<file path="src/rtl/ram_port_arbiter.sv">
// Two-client arbiter in front of one simple dual-port RAM (1 write port, 1 registered read port).
// Independent round-robin per port; same-cycle read-after-write to one address stalls the read.
module ram_port_arbiter #(
    parameter int WIDTH  = 64,
    parameter int ADDR_W = 6
) (
    input  logic              clk,
    input  logic              rst_n,
    input  logic              c0_wr_valid,
    output logic              c0_wr_ready,
    input  logic [ADDR_W-1:0] c0_wr_addr,
    input  logic [WIDTH-1:0]  c0_wr_data,
    input  logic              c0_rd_valid,
    output logic              c0_rd_ready,
    input  logic [ADDR_W-1:0] c0_rd_addr,
    output logic              c0_rvalid,
    output logic [WIDTH-1:0]  c0_rdata,
    input  logic              c1_wr_valid,
    output logic              c1_wr_ready,
    input  logic [ADDR_W-1:0] c1_wr_addr,
    input  logic [WIDTH-1:0]  c1_wr_data,
    input  logic              c1_rd_valid,
    output logic              c1_rd_ready,
    input  logic [ADDR_W-1:0] c1_rd_addr,
    output logic              c1_rvalid,
    output logic [WIDTH-1:0]  c1_rdata,
    output logic              ram_wren,
    output logic [ADDR_W-1:0] ram_wraddress,
    output logic [WIDTH-1:0]  ram_data,
    output logic [ADDR_W-1:0] ram_rdaddress,
    input  logic [WIDTH-1:0]  ram_q
);
    localparam int NCL = 2;

    logic [NCL-1:0]             wr_req, rd_req, wr_gnt, rd_gnt;
    logic [NCL-1:0][ADDR_W-1:0] wr_addr, rd_addr;
    logic [NCL-1:0][WIDTH-1:0]  wr_data;
    logic                       wr_prio, rd_prio;
    logic                       wr_sel, rd_sel, wr_any, rd_any, hazard;
    logic [NCL-1:0]             rvld_q;

    // Winner index; with no request it falls back to client 0 so idle muxes are stable.
    function automatic logic rr_pick(input logic [NCL-1:0] req, input logic prio);
        return (req == 2'b11) ? prio : req[1];
    endfunction

    assign wr_req  = {c1_wr_valid, c0_wr_valid} & {NCL{rst_n}};
    assign rd_req  = {c1_rd_valid, c0_rd_valid} & {NCL{rst_n}};
    assign wr_addr = {c1_wr_addr, c0_wr_addr};
    assign wr_data = {c1_wr_data, c0_wr_data};
    assign rd_addr = {c1_rd_addr, c0_rd_addr};

    always_comb begin
        wr_gnt = '0;
        rd_gnt = '0;
        wr_any = |wr_req;
        rd_any = |rd_req;
        wr_sel = rr_pick(wr_req, wr_prio);
        rd_sel = rr_pick(rd_req, rd_prio);
        // The read waits one cycle so it observes the word being written now.
        hazard = wr_any && rd_any && (rd_addr[rd_sel] == wr_addr[wr_sel]);
        if (wr_any)
            wr_gnt[wr_sel] = 1'b1;
        if (rd_any && !hazard)
            rd_gnt[rd_sel] = 1'b1;
    end

    assign c0_wr_ready   = wr_gnt[0];
    assign c1_wr_ready   = wr_gnt[1];
    assign c0_rd_ready   = rd_gnt[0];
    assign c1_rd_ready   = rd_gnt[1];
    assign ram_wren      = wr_any;
    assign ram_wraddress = wr_addr[wr_sel];
    assign ram_data      = wr_data[wr_sel];
    assign ram_rdaddress = rd_addr[rd_sel];

    always_ff @(posedge clk or negedge rst_n) begin
        if (!rst_n) begin
            wr_prio <= 1'b0;
            rd_prio <= 1'b0;
            rvld_q  <= '0;
        end else begin
            if (wr_any)
                wr_prio <= ~wr_sel;
            if (|rd_gnt)
                rd_prio <= ~rd_sel;
            rvld_q <= rd_gnt;
        end
    end

    assign c0_rvalid = rvld_q[0];
    assign c1_rvalid = rvld_q[1];
    assign c0_rdata  = ram_q;
    assign c1_rdata  = ram_q;
endmodule
</file>
<file path="config.mk">
export PLATFORM = sky130hd
export DESIGN_NAME = ram_port_arbiter
export DESIGN_NICKNAME = d
export VERILOG_FILES = /design/src/rtl/ram_port_arbiter.sv
export SDC_FILE = /design/constraint.sdc
export NUM_CORES = 1
export LEC_CHECK = 0
export ABC_AREA = 0
export CAP_MARGIN = 10
export CORE_AREA = 3 3 167 169
export CTS_CLUSTER_DIAMETER = 120
export DETAILED_ROUTE_END_ITERATION = 10
export DIE_AREA = 0 0 170 172
export SLEW_MARGIN = 20
export SYNTH_ARGS = -nofsm -noshare
export SYNTH_HDL_FRONTEND = slang
export SYNTH_SLANG_ARGS = --single-unit
export TNS_END_PERCENT = 10
</file>
<file path="constraint.sdc">
create_clock -name clk -period 3.1 [get_ports clk]
set_clock_uncertainty 0.1 [all_clocks]
set_input_delay 0.62 -clock clk [delete_from_list [all_inputs] [get_ports clk]]
set_output_delay 0.62 -clock clk [all_outputs]
set_load 0.01 [all_outputs]
</file>
### Word level (Yosys, flattened, before mapping)

Cells that the tools add are included.

| word-level totals | value |
|---|---|
| register bits after elaboration | 4 |
| logic and storage cells | 37 |
| input bits | 222 |

| operators by class | value |
|---|---|
| order comparisons | 4 |
| reduce and logical (&&, ||, !) cells | 9 |
| bitwise gates (word level) | 4 |
| equal/unequal tests | 3 |
| multiplexer cells | 14 |

Operators by type and width:

| operator | count |
|---|---|
| 64-bit two-way mux | 2 |
| 6-bit two-way mux | 4 |
| 6-bit equality test | 1 |
| 2-bit OR reduction | 3 |
| 1-bit logical AND | 5 |
| 2-bit AND | 2 |
| 2-bit equality test, second input constant | 2 |
| 1-bit by 2-bit less-than comparator with 1-bit output, second input constant | 2 |
| 1-bit two-way mux | 4 |
| 2-bit two-way mux | 2 |
| 1-bit demux with 1-bit select | 2 |
| 1-bit >= comparator, second input constant | 2 |
| 1-bit inverter | 2 |
| 1-bit logical NOT | 1 |

### Longest topological paths before layout

Gate-level depths: netlist of the first run.

| depth | value |
|---|---|
| word-level depth | 11 |
| depth in mapped cells | 8 |

### Least setup slack after synthesis of the first run

No wires, ideal clock.

| path | value |
|---|---|
| kind | input to output |
| start | input port c0_rd_valid |
| end | output port c0_rd_ready |
| setup slack | 0.386 ns |
| cell stages on the path | 7 |
| buffers on the path | 1 |
| arrival | 1.994 ns |
| cell sequence | nor2b_1 -> buf_2 -> or3b_4 -> a22o_1 -> a22oi_2 -> a41oi_2 -> and2_1 |

| between the ends | value |
|---|---|
| cells in the longest elaborated chain, start to end | 10 |
| elaborated cells between the ends (all ways) | 17 |

Ends and longest elaborated chain:

| element | RTL line | RTL |
|---|---|---|
| start, declared | 13 | `input logic c0_rd_valid,` |
| 2-bit AND (*) | 48 | `assign rd_req = {c1_rd_valid, c0_rd_valid} & {NCL{rst_n}};` |
| 2-bit equality test | 44 | `return (req == 2'b11) ? prio : req[1];` |
| 1-bit two-way mux | 44 |  |
| 6-bit two-way mux (implied by the code) (2 in series) | 61 | `hazard = wr_any && rd_any && (rd_addr[rd_sel] == wr_addr[wr_sel]);` |
| 6-bit equality test | 61 |  |
| 1-bit logical AND | 61 |  |
| 1-bit logical NOT | 64 | `if (rd_any && !hazard)` |
| 1-bit logical AND | 64 |  |
| 2-bit two-way mux (*) | 64 |  |
| end, declared | 14 | `output logic c0_rd_ready,` |

Every way passes the cells marked *; elsewhere a longest branch is shown, timed or not. The select of a mux whose other input is x is not followed.

### Worst setup path in the final report of the first run

| path | value |
|---|---|
| start | input port c0_wr_valid |
| end | output port ram_data[16] |

| between the ends | value |
|---|---|
| cells in the longest elaborated chain, start to end | 5 |

Ends and longest elaborated chain:

| element | RTL line | RTL |
|---|---|---|
| start, declared | 9 | `input logic c0_wr_valid,` |
| 2-bit AND | 47 | `assign wr_req = {c1_wr_valid, c0_wr_valid} & {NCL{rst_n}};` |
| 2-bit equality test | 44 |  |
| 1-bit two-way mux | 44 |  |
| 64-bit two-way mux (implied by the code) (2 in series) | 74 | `assign ram_data = wr_data[wr_sel];` |
| end, declared | 29 | `output logic [WIDTH-1:0] ram_data,` |

No other way between the ends. The select of a mux whose other input is x is not followed.

==> flow_metrics.py, run 1 <==
metrics = {
    "outcome": {
        "status": "complete, no violations",
    },
    "clock_network": {
        "cts.reportedPaths.clkPinSlew_ns": 0.03,
        "cts-buffers-inserted": 3,
        "htree_levels": 1,
        "cts.root.buffer_cell": "clkbuf_16",
        "cts_sinks": 4,
        "clk_latency_ns": 0.22,
        "cts_tree": "done",
        "clockBufferDepth": 2,
        "holdBufCountCts": 0,
    },
    "cells_and_area": {
        "drive_gt1_frac": 0.107,
        "final_util": 0.175,
        "n_antenna_cell": 0,
        "area_growth_syn_to_layout_pct": 104,
        "instances_no_fill": 882,
        "nNetsFinal": 765,
    },
    "die": {
        "start_util": 0.0859,
        "boundaryPins": 433,
        "die_w_um": 170,
        "core_area_um2": 26700,
        "die_h_um": 172,
        "placementRows": 60,
        "dieArea_um2": 29200,
    },
    "grt": {
        "grt_pass1_vias": 2746,
        "grt_util_all_layers": 0.0801,
        "grt_overflow": 0,
        "grt_pass1_wl_mm": 17.5,
        "antenna_found_initial": 0,
        "grt_max_degree": 65,
    },
    "placement": {
        "dpl.hpwl_mm": 10.6,
        "globalplace.congestion": 0.763,
        "port-buffer-count": 240,
        "dpl.cell_count": 874,
    },
    "setup_path": {
        "worstPathArrival_ns": 2.33,
        "r2r_start": "rd_prio$_DFFE_PN0P_",
        "cp-start-kind": "input pin",
        "end_kind": "output pin",
        "worstPathMaxFanout": 16,
        "crit_type": "in2out",
        "critical_path.startpoint": "c0_wr_valid",
        "crit_required_ns": 2.38,
    },
    "routing": {
        "drc": 0,
        "postRouteWirelength_mm": 13.7,
        "vias": 2902,
        "drt_iter0_drc": 66,
        "postRouteAntennaNets": 0,
        "wl_per_cell_um": 15.5,
        "avgViaCountPerCell": 3.29,
        "dr.pass1.iters": 4,
    },
    "pwr": {
        "power_uw": 948,
        "power_density_nw_per_um2": 203,
        "power_frac_comb": 0.725,
        "clockPowerShare": 0.208,
        "power.static_leakage_uw": 0.00247,
        "p_seq_frac": 0.067,
        "ir_worst_vdd_mv": 0.488,
        "power.internal_uw": 643,
        "switching_power_uw": 305,
        "swShare": 0.322,
    },
    "synthesis": {
        "yosysTopAreaCellShare": 0.419,
        "synth_edf_count": 0,
        "synth_cell_type_count": 28,
        "syn_avg_cell_area_um2": 5.64,
        "seq_area_frac_synth": 0.0436,
        "post-synth-top-count-cell": "nand2_1",
        "ys_top_cells_by_area": "buf_4 42%, nand2_1 33%, dfrtp_1 4.4%",
        "async_flop_share": 1.00,
        "synth_nets": 629,
        "synthTopCellsByCount": "203 x nand2_1, 128 x buf_4, 10 x o21ai_0",
        "yosys.area.top_type": "buf_4",
        "syn-instance-count": 407,
        "syn_area_um2": 2290,
        "synth_seq_cells": 4,
        "synthFlopType": "dfrtp_1",
        "yosysWarnings": 0,
    },
    "sta": {
        "finalCriticalPeriod_ns": 3.05,
        "timing.final.crit_share": 0.983,
        "tns_ns": 0,
        "slew_violations": 0,
        "tightest_slew_ns": 0.341,
        "setup_viol": 0,
        "fmax_mhz": 328,
        "hold_viol_final": 0,
        "slew_headroom": 0.770,
    },
    "job": {
        "drv_cap": 0,
    },
    "min_path": {
        "hold_path.class": "in2async",
    },
}
metrics by stage:
step	instance area (um^2)	hold WS (ns)	setup WS, ns
2_1_floorplan	2290	0.224	0.386
3_3_place_gp	4320	0.422	-0.689
4_1_cts	4550	0.387	0.00223
6_report	4680	0.386	0.0515
5_1_grt	4680	0.400	-0.000242
3_5_place_dp	4320	0.406	-0.728
cells by family (layout without fill, tap and decap cells):
kind of cell,count (synthesis),after routing,share of synthesized area
buffers and inverters,150,283,0.462
AO/OA/AOI/OAI,26,26,0.0823
XOR/XNOR,1,1,0.00382
flip-flops,4,4,0.0436
AND/OR/NAND/NOR,223,224,0.393
multiplexers,3,3,0.0153
metal layers:
metal,up-vias,share of wire,track usage
met5,-,0,0.00836
met4,0,0.053,0.0413
met3,63,0.14,0.0391
met2,201,0.46,0.133
met1,1230,0.35,0.0841
li1,1408,-,-
sequential cells by signal, summed over array words and instances (netlist names):
name	cells
wr_prio	1
rd_prio	1
rvld_q	2
power by group through the flow:
stage          Clock, uW  Combinational, uW  Sequential [uW]
2_1_floorplan          0                379             62.2
3_3_place_gp           0                675             61.3
3_5_place_dp           0                676             61.0
4_1_cts              201                713             63.4
5_1_grt              209                743             63.7
6_report             197                687             63.1
critical path, cell delays in order:
cell and delay, ns:
dlygate4sd2_1 0.26, nor2b_4 0.14, or2_4 0.25, inv_2 0.10, buf_12 0.15, buf_16 0.16
nand2_1 0.06, nand2_1 0.05, clkdlybuf4s50_1 0.52
layout by cell type (no fill, tap or decap):
| cell type | instances |
|---|---|
| buf_12 | 4 |
| a22oi_2 | 2 |
| dlymetal6s2s_1 | 46 |
| nor2b_4 | 3 |
| o21ai_1 | 2 |
| buf_4 | 28 |
| buf_16 | 2 |
| dfrtp_1 | 4 |
| clkdlybuf4s15_1 | 1 |
| nor2_1 | 3 |
| buf_2 | 1 |
| mux2i_2 | 2 |
| nor2b_2 | 1 |
| inv_1 | 4 |
| nand2_1 | 203 |
| or2_4 | 1 |
| clkdlybuf4s50_1 | 173 |
| o2111ai_1 | 5 |
| or3b_1 | 2 |
| nand2_4 | 1 |
| a21oi_1 | 1 |
| a41oi_2 | 1 |
| dlygate4sd2_1 | 17 |
| clkdlybuf4s15_2 | 1 |
| o21ai_0 | 10 |
| or2_1 | 1 |
| xnor2_1 | 1 |
| bufbuf_16 | 1 |
| buf_6 | 1 |
| clkbuf_16 | 3 |
| or3b_4 | 3 |
| nand4_1 | 5 |
| mux2_4 | 1 |
| inv_2 | 1 |
| a22o_1 | 5 |
| and2_4 | 1 |
area by class of cell:
class / count / area, um^2
fillers: 3019 / 22000
repair buffers: 275 / 2870
multi-input cells: 254 / 1190
well taps: 341 / 427
flip-flops and latches: 4 / 100
clock buffers: 3 / 75.1
inverters: 5 / 18.8
timing repair:
item                                    4_1_cts  5_1_grt
resized for setup                            54       49
endpoints found under the setup margin       76       41
pin swaps                                     7        2
buffers inserted                              1        1
gates cloned                                  4        0
final timing paths:
| check | end | slack, ns | cells after the start |
|---|---|---|---|
| max | ram_data[16] | 0.05 | 9 |
| min | rvld_q[1]$_DFF_PN0_ | 0.39 | 2 |
| max reg2reg | rd_prio$_DFFE_PN0P_ | 0.92 | 7 |
| min reg2reg | rd_prio$_DFFE_PN0P_ | 0.55 | 1 |
| max in group asynchronous | wr_prio$_DFFE_PN0N_ | 2.41 | 2 |
| min in group clk | rd_prio$_DFFE_PN0P_ | 0.55 | 1 |
Note: power is estimated with default switching activity, not from simulation.
==> run 2, diff against run 1 <==
--- a/config.mk
+++ b/config.mk
@@ -8,9 +8,10 @@
 export ABC_AREA = 0
 export CAP_MARGIN = 10
 export CORE_AREA = 3 3 167 169
-export CTS_CLUSTER_DIAMETER = 120
+export CTS_CLUSTER_DIAMETER = 40
 export DETAILED_ROUTE_END_ITERATION = 10
 export DIE_AREA = 0 0 170 172
+export SETUP_SLACK_MARGIN = 0.15
 export SLEW_MARGIN = 20
 export SYNTH_ARGS = -nofsm -noshare
 export SYNTH_HDL_FRONTEND = slang
==> flow_metrics.py, run 2 (synthesized netlist as in run 1, its figures left out) <==
metrics = {
    "cells_and_area": {
        "largest_register_ffs": 2,
        "layout_common_cells": "202 x nand2_1, 169 x clkdlybuf4s50_1, 63 x dlygate4sd2_1, 32 x buf_4, 8 x o21ai_1",
        "mostFrequentLayoutCell": "nand2_1",
        "final_util": 0.174,
        "nNetsFinal": 773,
        "drive_gt1_frac": 0.146,
        "top_regs": "rvld_q x2, rd_prio x1, wr_prio x1",
        "regMostFlops": "rvld_q",
        "area_growth_syn_to_layout_pct": 102,
        "n_antenna_cell": 0,
    },
    "sta": {
        "timing.final.crit_share": 0.953,
        "tns_ns": 0,
        "hold_viol_final": 0,
        "fmax_mhz": 339,
        "slew_headroom": 0.797,
        "finalCriticalPeriod_ns": 2.95,
        "tightest_slew_ns": 0.301,
        "rsz0062_at_grt": "true",
        "setup_viol": 0,
        "slew_violations": 0,
    },
    "job": {
        "drv_cap": 0,
    },
    "placement": {
        "port-buffer-count": 240,
        "globalplace.congestion": 0.763,
        "dpl.hpwl_mm": 10.6,
    },
    "min_path": {
        "hold_path.class": "in2async",
    },
    "routing": {
        "vias": 2914,
        "postRouteAntennaNets": 0,
        "avgViaCountPerCell": 3.27,
        "postRouteWirelength_mm": 13.8,
        "drt_iter0_drc": 54,
        "dr.pass1.iters": 4,
        "drc": 0,
        "wl_per_cell_um": 15.5,
    },
    "grt": {
        "grt_pass1_vias": 2802,
        "grt_overflow": 0,
        "grt_util_all_layers": 0.0819,
        "antenna_found_initial": 0,
        "grt_pass1_wl_mm": 17.9,
        "grt_max_degree": 65,
    },
    "setup_path": {
        "r2r_slack_ns": 0.88,
        "crit_type": "in2out",
        "worstPathMaxFanout": 11,
        "crit_family": "simple AND/OR/NAND/NOR gates",
        "cp_num_buf_inv": 2,
        "end_kind": "output pin",
        "cp-start-kind": "input pin",
        "crit_chain": "clkdlybuf4s15_2 > nand2_4 > or3b_4 > a22o_1 > a22oi_2 > a41oi_2 > and2_4 > buf_6",
        "slowest_stage": "or3b_4",
        "critPathMaxStageDelay_ns": 0.42,
        "crit_required_ns": 2.38,
        "worstPathArrival_ns": 2.23,
    },
    "pwr": {
        "power.static_leakage_uw": 0.00215,
        "power_density_nw_per_um2": 205,
        "ir_worst_vdd_mv": 0.488,
    },
    "clock_network": {
        "cts_tree": "done",
        "cts.root.buffer_cell": "clkbuf_16",
        "htree_levels": 1,
        "cts.reportedPaths.clkPinSlew_ns": 0.03,
        "clk_latency_ns": 0.22,
        "cts_sinks": 4,
        "cts-buffers-inserted": 3,
        "clockBufferDepth": 2,
        "holdBufCountCts": 0,
    },
    "die": {
        "placementRows": 60,
        "dieArea_um2": 29200,
        "boundaryPins": 433,
        "die_w_um": 170,
        "start_util": 0.0859,
        "die_h_um": 172,
        "core_area_um2": 26700,
    },
    "outcome": {
        "status": "complete, no violations",
    },
}
## run 2: changes by cell type in the layout (fill, tap and decap cells not counted), moves of 5 or more
| cell | previous run | this run |
|---|---|---|
| dlygate4sd2_1 | 17 | 63 |
| o2111ai_2 | 0 | 5 |
| dlymetal6s2s_1 | 46 | 0 |
| o2111ai_1 | 5 | 0 |
| o21ai_0 | 10 | 4 |
| o21ai_1 | 2 | 8 |
## run 2: power breakdown
group	leakage (uW)	internal, uW	switching [uW]
Sequential	0.0000476	57.5	4.67
Clock	0.0000370	164	32.9
Combinational	0.00207	415	278
## run 2: metrics by stage
stage                     std cells  power [uW]  hold WS [ns]  setup WS [ns]  instance area [um^2]
after global placement          874         736         0.422         -0.689                  4320
after CTS                       889         964         0.289          0.119                  4630
after global routing            890        1020         0.301         0.0785                  4650
after floorplan                 407         441         0.224          0.386                  2290
final                           890         952         0.290          0.146                  4650
after detailed placement        874         737         0.406         -0.728                  4320
## run 2: area by class of cell
cell class / instances / area [um^2]
fillers: 3042 / 22100
flip-flops and latches: 4 / 100
repair buffers: 284 / 2800
multi-input cells: 253 / 1220
well taps: 341 / 427
clock buffers: 3 / 75.1
inverters: 5 / 25.0
## run 2: worst reg2reg max path, cell delays in order (launching register included)
cell and delay, ns:
dfrtp_1 0.38, nor2b_4 0.06, buf_6 0.13, or3b_4 0.38, a22o_1 0.22, a22oi_2 0.19
a41oi_2 0.18, buf_4 0.17, mux2_4 0.28
## run 2: metal layers
metal / wire [um] / share of wire / vias up / track usage
met3: 1860 / 0.14 / 59 / 0.0391
li1: - / - / 1426 / -
met4: 690 / 0.050 / 0 / 0.0413
met1: 4860 / 0.35 / 1234 / 0.0872
met2: 6350 / 0.46 / 195 / 0.136
met5: 0 / 0 / - / 0.00836
## run 2: what timing repair did
| item | in CTS | in global routing |
|---|---|---|
| pin swaps | 15 | 1 |
| cloned | 4 | 0 |
| resized for setup | 134 | 5 |
| setup buffers | 8 | 1 |
| endpoints found under the setup margin | 81 | 15 |
| endpoints found under the hold margin | 0 | 0 |
## run 2: worst paths after layout
path / end / depth (start not counted) / start
min: rvld_q[1]$_DFF_PN0_ / 2 / rst_n
max reg2reg: rd_prio$_DFFE_PN0P_ / 8 / rd_prio$_DFFE_PN0P_
max in group asynchronous: wr_prio$_DFFE_PN0N_ / 2 / rst_n
max: c0_rd_ready / 8 / c1_rd_valid
min reg2reg: rd_prio$_DFFE_PN0P_ / 1 / rd_prio$_DFFE_PN0P_
min in group clk: rd_prio$_DFFE_PN0P_ / 1 / rd_prio$_DFFE_PN0P_
